**src/rtl/fetch_pkg.sv**
```systemverilog
// Shared constants and helpers for the instruction fetch stage.
// Holds default parameters, instruction field positions and the field decoder.
package fetch_pkg;

  localparam int unsigned DEF_ADDR_W   = 16;
  localparam int unsigned DEF_INSTR_W  = 16;
  localparam int unsigned DEF_DEPTH    = 4;
  localparam int unsigned DEF_RESET_PC = 0;

  localparam int unsigned OPCODE_LSB = 10;
  localparam int unsigned OPCODE_W   = 6;
  localparam int unsigned SRC_LSB    = 7;
  localparam int unsigned SRC_W      = 3;
  localparam int unsigned DST_LSB    = 4;
  localparam int unsigned DST_W      = 3;
  localparam int unsigned SHAMT_LSB  = 0;
  localparam int unsigned SHAMT_W    = 4;
  localparam int unsigned FIELD_W    = 16;

  typedef struct packed {
    logic [OPCODE_W-1:0] opcode;
    logic [SRC_W-1:0]    src;
    logic [DST_W-1:0]    dst;
    logic [SHAMT_W-1:0]  shamt;
  } instr_fields_t;

  function automatic instr_fields_t decode_fields(input logic [FIELD_W-1:0] instr);
    instr_fields_t f;
    f.opcode = instr[OPCODE_LSB +: OPCODE_W];
    f.src    = instr[SRC_LSB    +: SRC_W];
    f.dst    = instr[DST_LSB    +: DST_W];
    f.shamt  = instr[SHAMT_LSB  +: SHAMT_W];
    return f;
  endfunction

endpackage

```
**src/rtl/fetch_if.sv**
```systemverilog
// Instruction-memory and downstream-pipeline signals of the fetch stage.
// master = fetch stage side, slave = memory/pipeline environment side.
interface fetch_if import fetch_pkg::*; #(
  parameter int unsigned ADDR_W  = DEF_ADDR_W,
  parameter int unsigned INSTR_W = DEF_INSTR_W
) ();

  logic                imem_req;
  logic [ADDR_W-1:0]   imem_addr;
  logic [INSTR_W-1:0]  imem_rdata;
  logic                stall;
  logic                redirect;
  logic [ADDR_W-1:0]   redirect_pc;
  logic                out_valid;
  logic [INSTR_W-1:0]  out_instr;
  logic [ADDR_W-1:0]   out_pc;
  logic [OPCODE_W-1:0] opcode;
  logic [SRC_W-1:0]    src;
  logic [DST_W-1:0]    dst;
  logic [SHAMT_W-1:0]  shiftamount;

  modport master (
    output imem_req, imem_addr, out_valid, out_instr, out_pc,
           opcode, src, dst, shiftamount,
    input  imem_rdata, stall, redirect, redirect_pc
  );

  modport slave (
    input  imem_req, imem_addr, out_valid, out_instr, out_pc,
           opcode, src, dst, shiftamount,
    output imem_rdata, stall, redirect, redirect_pc
  );

endinterface

```
**src/rtl/fetch_fifo.sv**
```systemverilog
// Prefetch queue of (instruction, PC) entries with push/pop/flush and occupancy.
// Head outputs read zero while the queue is empty.
module fetch_fifo #(
  parameter int unsigned DATA_W = 16,
  parameter int unsigned ADDR_W = 16,
  parameter int unsigned DEPTH  = 4,
  localparam int unsigned PTR_W = $clog2(DEPTH),
  localparam int unsigned CNT_W = PTR_W + 1
) (
  input  logic              clk,
  input  logic              rst_n,
  input  logic              flush_i,
  input  logic              push_i,
  input  logic              pop_i,
  input  logic [DATA_W-1:0] data_i,
  input  logic [ADDR_W-1:0] pc_i,
  output logic [DATA_W-1:0] head_data_o,
  output logic [ADDR_W-1:0] head_pc_o,
  output logic [CNT_W-1:0]  count_o
);

  logic [DATA_W-1:0] data_q [DEPTH];
  logic [ADDR_W-1:0] pc_q   [DEPTH];
  logic [PTR_W-1:0]  wr_q, wr_d;
  logic [PTR_W-1:0]  rd_q, rd_d;
  logic [CNT_W-1:0]  cnt_q, cnt_d;
  logic              empty_c;
  logic              do_pop;
  logic              do_push;

  assign empty_c = (cnt_q == '0);
  assign do_pop  = pop_i && !empty_c;
  assign do_push = push_i && ((cnt_q != CNT_W'(DEPTH)) || do_pop);

  // Pointer and occupancy update; flush behaves like reset.
  always_comb begin
    wr_d  = wr_q;
    rd_d  = rd_q;
    cnt_d = cnt_q;
    if (flush_i) begin
      wr_d  = '0;
      rd_d  = '0;
      cnt_d = '0;
    end else begin
      if (do_push) wr_d = wr_q + PTR_W'(1);
      if (do_pop)  rd_d = rd_q + PTR_W'(1);
      if (do_push && !do_pop)      cnt_d = cnt_q + CNT_W'(1);
      else if (do_pop && !do_push) cnt_d = cnt_q - CNT_W'(1);
    end
  end

  always_ff @(posedge clk) begin
    if (!rst_n) begin
      wr_q  <= '0;
      rd_q  <= '0;
      cnt_q <= '0;
    end else begin
      wr_q  <= wr_d;
      rd_q  <= rd_d;
      cnt_q <= cnt_d;
    end
  end

  always_ff @(posedge clk) begin
    if (do_push && !flush_i) begin
      data_q[wr_q] <= data_i;
      pc_q[wr_q]   <= pc_i;
    end
  end

  assign head_data_o = empty_c ? '0 : data_q[rd_q];
  assign head_pc_o   = empty_c ? '0 : pc_q[rd_q];
  assign count_o     = cnt_q;

endmodule

```
**src/rtl/fetch_stage.sv**
```systemverilog
// Instruction fetch stage: PC sequencing, one-cycle-latency memory requests,
// prefetch queue and head-instruction field decode, with redirect flush.
module fetch_stage import fetch_pkg::*; #(
  parameter int unsigned ADDR_W   = DEF_ADDR_W,
  parameter int unsigned INSTR_W  = DEF_INSTR_W,
  parameter int unsigned DEPTH    = DEF_DEPTH,
  parameter int unsigned RESET_PC = DEF_RESET_PC
) (
  input logic     clk,
  input logic     rst_n,
  fetch_if.master bus
);

  localparam int unsigned CNT_W = $clog2(DEPTH) + 1;
  localparam int unsigned OCC_W = CNT_W + 1;

  logic [ADDR_W-1:0]  pc_q, pc_d;
  logic               inflight_q, inflight_d;
  logic [ADDR_W-1:0]  inflight_pc_q, inflight_pc_d;
  logic [CNT_W-1:0]   count;
  logic [INSTR_W-1:0] head_data;
  logic [ADDR_W-1:0]  head_pc;
  logic [OCC_W-1:0]   occupancy;
  logic               req_c;
  logic               valid_c;
  logic               push_c;
  logic               pop_c;
  instr_fields_t      fields_c;

  // Requests depend only on registered occupancy; in-flight slots count as used.
  assign occupancy = OCC_W'(count) + OCC_W'(inflight_q);
  assign req_c     = rst_n && (occupancy < OCC_W'(DEPTH));
  assign valid_c   = (count != '0);
  assign pop_c     = valid_c && !bus.stall && !bus.redirect;
  assign push_c    = inflight_q && !bus.redirect;

  always_comb begin
    pc_d          = pc_q;
    inflight_d    = req_c;
    inflight_pc_d = inflight_pc_q;
    if (bus.redirect) begin
      pc_d       = bus.redirect_pc;
      inflight_d = 1'b0;
    end else if (req_c) begin
      pc_d          = pc_q + ADDR_W'(1);
      inflight_pc_d = pc_q;
    end
  end

  always_ff @(posedge clk) begin
    if (!rst_n) begin
      pc_q          <= ADDR_W'(RESET_PC);
      inflight_q    <= 1'b0;
      inflight_pc_q <= '0;
    end else begin
      pc_q          <= pc_d;
      inflight_q    <= inflight_d;
      inflight_pc_q <= inflight_pc_d;
    end
  end

  fetch_fifo #(
    .DATA_W (INSTR_W),
    .ADDR_W (ADDR_W),
    .DEPTH  (DEPTH)
  ) u_fifo (
    .clk         (clk),
    .rst_n       (rst_n),
    .flush_i     (bus.redirect),
    .push_i      (push_c),
    .pop_i       (pop_c),
    .data_i      (bus.imem_rdata),
    .pc_i        (inflight_pc_q),
    .head_data_o (head_data),
    .head_pc_o   (head_pc),
    .count_o     (count)
  );

  assign fields_c = decode_fields(head_data[FIELD_W-1:0]);

  assign bus.imem_req    = req_c;
  assign bus.imem_addr   = pc_q;
  assign bus.out_valid   = valid_c;
  assign bus.out_instr   = head_data;
  assign bus.out_pc      = head_pc;
  assign bus.opcode      = fields_c.opcode;
  assign bus.src         = fields_c.src;
  assign bus.dst         = fields_c.dst;
  assign bus.shiftamount = fields_c.shamt;

endmodule

```
**src/flat_wrapper.sv**
```systemverilog
// flat-port wrapper written by rule: the top's interface ports become plain ports
module fetch_stage_flat import fetch_pkg::*;
#(
  parameter int unsigned ADDR_W   = DEF_ADDR_W,
  parameter int unsigned INSTR_W  = DEF_INSTR_W,
  parameter int unsigned DEPTH    = DEF_DEPTH,
  parameter int unsigned RESET_PC = DEF_RESET_PC
)
  (clk, rst_n, bus_imem_req, bus_imem_addr, bus_out_valid, bus_out_instr, bus_out_pc, bus_opcode, bus_src, bus_dst, bus_shiftamount, bus_imem_rdata, bus_stall, bus_redirect, bus_redirect_pc);
  fetch_if #(.ADDR_W(ADDR_W), .INSTR_W(INSTR_W)) bus_i ();
  input logic clk;
  input logic rst_n;
  output wire logic [$bits(bus_i.imem_req)-1:0] bus_imem_req;
  output wire logic [$bits(bus_i.imem_addr)-1:0] bus_imem_addr;
  output wire logic [$bits(bus_i.out_valid)-1:0] bus_out_valid;
  output wire logic [$bits(bus_i.out_instr)-1:0] bus_out_instr;
  output wire logic [$bits(bus_i.out_pc)-1:0] bus_out_pc;
  output wire logic [$bits(bus_i.opcode)-1:0] bus_opcode;
  output wire logic [$bits(bus_i.src)-1:0] bus_src;
  output wire logic [$bits(bus_i.dst)-1:0] bus_dst;
  output wire logic [$bits(bus_i.shiftamount)-1:0] bus_shiftamount;
  input wire logic [$bits(bus_i.imem_rdata)-1:0] bus_imem_rdata;
  input wire logic [$bits(bus_i.stall)-1:0] bus_stall;
  input wire logic [$bits(bus_i.redirect)-1:0] bus_redirect;
  input wire logic [$bits(bus_i.redirect_pc)-1:0] bus_redirect_pc;
  assign bus_imem_req = bus_i.imem_req;
  assign bus_imem_addr = bus_i.imem_addr;
  assign bus_out_valid = bus_i.out_valid;
  assign bus_out_instr = bus_i.out_instr;
  assign bus_out_pc = bus_i.out_pc;
  assign bus_opcode = bus_i.opcode;
  assign bus_src = bus_i.src;
  assign bus_dst = bus_i.dst;
  assign bus_shiftamount = bus_i.shiftamount;
  assign bus_i.imem_rdata = bus_imem_rdata;
  assign bus_i.stall = bus_stall;
  assign bus_i.redirect = bus_redirect;
  assign bus_i.redirect_pc = bus_redirect_pc;
  fetch_stage #(.ADDR_W(ADDR_W), .INSTR_W(INSTR_W), .DEPTH(DEPTH), .RESET_PC(RESET_PC)) u_core (.clk(clk), .rst_n(rst_n), .bus(bus_i));
endmodule
```
**config.mk**
```make
export PLATFORM = sky130hd
export DESIGN_NAME = fetch_stage_flat
export DESIGN_NICKNAME = d
export VERILOG_FILES = /design/src/rtl/fetch_pkg.sv /design/src/rtl/fetch_if.sv /design/src/rtl/fetch_fifo.sv /design/src/rtl/fetch_stage.sv /design/src/flat_wrapper.sv
export SDC_FILE = /design/constraint.sdc
export NUM_CORES = 1
export LEC_CHECK = 0
export BUFFER_PORTS_ARGS = -buffer_cell sky130_fd_sc_hd__clkbuf_2
export CAP_MARGIN = 20
export CORE_MARGIN = 4
export CORE_UTILIZATION = 45
export DETAILED_ROUTE_END_ITERATION = 8
export PLACE_DENSITY = 0.71
export SYNTH_ARGS = -nofsm -noshare
export SYNTH_HDL_FRONTEND = slang
export SYNTH_SLANG_ARGS = --single-unit
```
**constraint.sdc**
```tcl
create_clock -name clk -period 3.2 [get_ports clk]
set_clock_uncertainty 0.15 [all_clocks]
set_input_delay 0.32 -clock clk [delete_from_list [all_inputs] [get_ports clk]]
set_output_delay 0.32 -clock clk [all_outputs]
set_load 0.05 [all_outputs]
```
== Word-level counts from Yosys, hierarchy flattened ==
Memories as Yosys holds them, arrays and structs flattened. A register that Yosys moved wholly into a read port is not among the register bits.
Index checks and enable logic that the tools add are counted.

* Reductions and logical operators: 21
* Mux-type cells: 12
* Magnitude comparators: 1
* $add $sub $neg: 6
* Bitwise operators: 2
* Equal/unequal tests: 1

{| class="wikitable"
|+ Operators by type and width
! kind !! number
|-
| two-way mux 16 bit || 4
|-
| adder 16 x 1 -> 16 bit (second input constant) || 1
|-
| logical AND 1 bit || 9
|-
| two-way mux 2 bit || 4
|-
| two-way mux 3 bit || 2
|-
| zero test 1 bit || 5
|-
| adder 2 x 1 -> 2 bit (second input constant) || 2
|-
| adder 3 x 1 -> 4 bit || 1
|-
| less-than comparator 4 x 3 -> 1 bit (second input constant) || 1
|-
| nonzero test 2 bit || 2
|-
| adder 3 x 1 -> 3 bit (second input constant) || 1
|-
| zero test 3 bit || 1
|-
| != test 3 bit (second input constant) || 1
|-
| nonzero test 3 bit || 1
|-
| subtractor 3 x 1 -> 3 bit (second input constant) || 1
|-
| two-way mux 1 bit || 2
|-
| inverter 1 bit || 2
|-
| AND reduction 2 bit || 1
|-
| OR reduction 2 bit || 1
|-
| logical OR 1 bit || 1
|}

* Memory bits (writable): 128
* Bits of input ports: 36
* Output and inout port bits: 66
* Word-level logic and storage cells: 51
* Flip-flop bits (word level): 40
* Memories kept: 2

{| class="wikitable"
|+ Memories
! name !! words !! width !! rd ports !! clocked after memory_dff !! wr ports !! RTL line !! RTL
|-
| u_core.u_fifo.data_q || 4 || 16 || 1 || 1 || 1 || fetch_fifo.sv:22 || <nowiki>logic [DATA_W-1:0] data_q [DEPTH];</nowiki>
|-
| u_core.u_fifo.pc_q || 4 || 16 || 1 || 1 || 1 || fetch_fifo.sv:23 || <nowiki>logic [ADDR_W-1:0] pc_q [DEPTH];</nowiki>
|}

== Logic depth before layout (Yosys ltp) ==
* Word-level depth: 10
* Gate-level depth with buffers: 11
* Gate-level depth less buffers: 8

== Modules after synthesis ==
A second synthesis with hierarchy kept.

* Cell total of the unflattened synthesis: 449
* Area total of the unflattened synthesis: 7058.0 µm²

{| class="wikitable"
|+ By module, submodules not included
! module !! area an instance (µm²) !! seq. area each (µm²) !! instances !! cells an instance
|-
| fetch_fifo || 5315.1 || 4023.9 || 1 || 254
|-
| fetch_stage || 1742.9 || 660.6 || 1 || 195
|}

== Worst setup path before layout ==
Ideal clock, no wire load.

* Kind: register -> output
* Start: reg (tool-made name)
* End: out bus_out_instr[10]
* Stages on the path, launching flop included: 6
* Arrival time: 2.152 ns
* Setup slack: 0.578 ns
* Cell sequence: dfxtp_1 -> clkbuf_1 -> buf_2 -> mux4_2 -> nor2b_1 -> buf_4

{| class="wikitable"
|+ RTL lines
! item !! RTL line !! RTL
|-
| end: declaration || flat_wrapper.sv:16 || <nowiki>output wire logic [$bits(bus_i.out_instr)-1:0] bus_out_instr;</nowiki>
|}

==> impl_metrics.toml <==
[status]
status = "finished, final reports clean"

[cells_and_area]
drive_gt1_share_pct = 31.6
area_delta_synth_final_pct = 19.2
nets = 596
diodes = 0
instances_no_fill = 754
fin_area_um2 = 8260
fill_cells = 1194

[sta]
setup_viol = 0
finalCriticalPeriod_ns = 2.51
tightestPinTransition_ns = 0.542
slew_viol_final = 0
finalSetupTns_ns = 0
fin_crit_sh_pct = 78.4
max_freq_mhz = 398
rsz0062_at_grt = "false"
hold_viol = 0
fin_hold_ws_ns = 0.0192
slew_headroom_pct = 63.9

[pwr]
pwr-share-seq_pct = 52.0
p_sw_mw = 1.12
clkPwrFrac_pct = 39.7
power.internal_mw = 3.58
switching_share_pct = 23.8
p_leak_nw = 2.98
vdd_drop_max_mv = 0.390
p_comb_share_pct = 8.3
total_power_mw = 4.70
powerDensity_nw_per_um2 = 569

[routing]
drc = 0
ant_nets = 0
drt_first_iter_violations = 236
drt_first_pass_iters = 4
vias = 3920
wl_um = 13100
viasPerCell = 5.20
wire_per_inst_um = 17.4

[placement]
dpl_cell_area_um2 = 7560
numPlacedInstances = 706
portBuffers = 101
place_congestion = 0.772
place_hpwl_um = 8400

[synth]
synth-seq-cells = 170
yosysUniqueCellTypes = 41
ys_warn_count = 0
synth_flop_cell = "edfxtp_1"
synth_edf_count = 128
syn_area_um2 = 6930
yosysSeqAreaShare_pct = 67.6
synth_nets = 488
netlist_instances = 445
synthArstFlopShare_pct = 0
syn_avg_cell_area_um2 = 15.6

[job]
maxCapViolCount = 0

[floorplan]
dieArea_um2 = 17400
boundaryPins = 102
floorplan.core_area_um2 = 15100
die_h_um = 132
die_x_um = 132
placementRows = 45
start_util_pct = 45.7

[worst_setup_path]
worstSetupEndpointType = "output port"
arrival_ns = 2.04
worstPathMaxFanout = 32
cp_data_required_time_ns = 2.73
startpoint_type = "flip-flop"
worstSetupPathType = "reg2out"

[clocking]
clk_pin_slew_worst_paths_ns = 0.06
cts_tree = "done"
clock-root-buffer = "clkbuf_16"
cts_max_level = 4
cts_sinks = 170
numCtsBuffers = 17
clk_latency_ns = 0.42
cts.path.max_buffers = 2

[global_routing]
track_usage_pct = 15.7
grt_remaining_overflow = 0
grt_max_degree = 35
antenna_found_initial = 0
grt_pass1_vias = 4019
grt_pass1_wl_um = 21400

[hold_path]
min_path_type = "in2reg"
[metrics by stage]
step,util [%],setup slack [ns]
2_1_floorplan,-,0.578
3_3_place_gp,49.9,0.753
3_5_place_dp,49.9,0.615
4_1_cts,54.5,0.645
5_1_grt,54.5,0.598
6_report,54.5,0.690
[logic make-up after synthesis]
kind of cell | after synthesis | synth area share [%]
AND/OR/NAND/NOR | 121 | 9.70
flip-flops | 170 | 67.6
AO/OA/AOI/OAI | 51 | 5.17
adder cells (fa/ha/maj) | 7 | 1.37
multiplexers | 35 | 10.8
buffers and inverters | 47 | 3.52
XOR/XNOR | 14 | 1.77
[synth_stat cells (2+ instances only)]
| cell | count | area, um^2 |
|---|---|---|
| xnor2_1 | 8 | 70.1 |
| ha_1 | 6 | 75.1 |
| edfxtp_1 | 128 | 3840 |
| nor4_1 | 2 | 12.5 |
| and2_1 | 6 | 37.5 |
| clkbuf_1 | 16 | 60.1 |
| xor2_1 | 6 | 52.6 |
| a21boi_0 | 18 | 135 |
| nand3_1 | 5 | 25.0 |
| nor2_1 | 8 | 30.0 |
| nand2_1 | 37 | 139 |
| nand2b_1 | 8 | 50.1 |
| o311a_1 | 6 | 60.1 |
| o211a_1 | 2 | 20.0 |
| o21a_1 | 2 | 15.0 |
| and4_1 | 2 | 17.5 |
| o21ai_0 | 10 | 50.1 |
| nor3_1 | 7 | 35.0 |
| dfxtp_1 | 42 | 841 |
| a21oi_1 | 9 | 45.0 |
| buf_2 | 6 | 30.0 |
| or3_1 | 3 | 18.8 |
| inv_1 | 7 | 26.3 |
| a31oi_1 | 2 | 12.5 |
| mux4_2 | 32 | 721 |
| nor2b_1 | 32 | 200 |
| mux2i_1 | 3 | 30.0 |
| nor4b_1 | 3 | 26.3 |
| nand4_1 | 2 | 12.5 |
| buf_4 | 16 | 120 |
[final timing paths]
kind	from	endpoint	slack [ns]	cells past startpoint
setup / recovery	flip-flop	bus_out_pc[15]	0.69	4
hold / removal	bus_redirect_pc[1]	u_core.bus.imem_addr[1]	0.02	3
setup reg to reg	u_core.u_fifo.count_o[0]	u_core.u_fifo.count_o[2]	0.81	7
hold reg to reg	u_core.inflight_pc_q[14]	u_core.u_fifo.pc_q[2][14]	0.35	0
[flip-flops by register name, indices dropped and copies added (netlist names), named ones only]
register,cells
u_core.inflight_q,1
u_core.u_fifo.rd_q,2
u_core.u_fifo.wr_q,2
u_core.u_fifo.count_o,3
u_core.u_fifo.pc_q,64
u_core.inflight_pc_q,16
u_core.u_fifo.data_q,64
u_core.bus.imem_addr,16
[placed cells by master (no fill, tap or decap), types with 4 or more instances in the layout]
cell	count
a21boi_0	18
a21oi_1	9
and2_1	5
buf_4	10
clkbuf_16	17
clkbuf_2	101
clkinv_4	4
dfxtp_1	41
dlygate4sd3_1	16
edfxtp_1	128
ha_1	6
inv_1	7
mux4_2	32
nand2_1	37
nand2b_1	8
nand3_1	5
nor2_1	8
nor2b_1	32
nor3_1	6
o21ai_0	10
o311a_1	6
xnor2_1	8
xor2_1	6
[per-layer routing]
layer  part of all wire (%)  vias up  wire length, um  track usage [%]
li1                       -     1873                -                -
met1                     45     1927             5900             20.3
met2                     49      104             6430             25.5
met3                    4.8       16              635             4.73
met4                    1.5        0              191             5.13
met5                      0        -                0                0
[what timing repair did]
action | CTS | global route
gates resized for setup | 0 | 0
hold endpoints to repair | 64 | 0
hold buffers | 16 | 0
buffers inserted | 0 | 0
[critical path: stages (launching register included)]
cell,delay [ns]
dfxtp_2,0.34
buf_12,0.26
mux4_2,0.55
nor2b_1,0.18
clkbuf_2,0.27
[power by group through the flow]
stage          logic [mW]  clock network [mW]  registers (mW)
2_1_floorplan       0.240                   0            2.53
6_report            0.391                1.86            2.45
4_1_cts             0.396                1.90            2.44
3_5_place_dp        0.379                   0            2.49
5_1_grt             0.418                2.00            2.45
3_3_place_gp        0.372                   0            2.49
[final cells by class]
cell class	instances	area (um^2)	share of cell area, %
repair buffers	128	761	9.21
multi-input cells	228	2000	24.3
inverters	8	30.0	0.364
clock inverters	12	103	1.24
well taps	188	235	2.85
clock buffers	20	437	5.29
flip-flops and latches	170	4690	56.8
No activity file was read; power rests on OpenSTA's default activity.
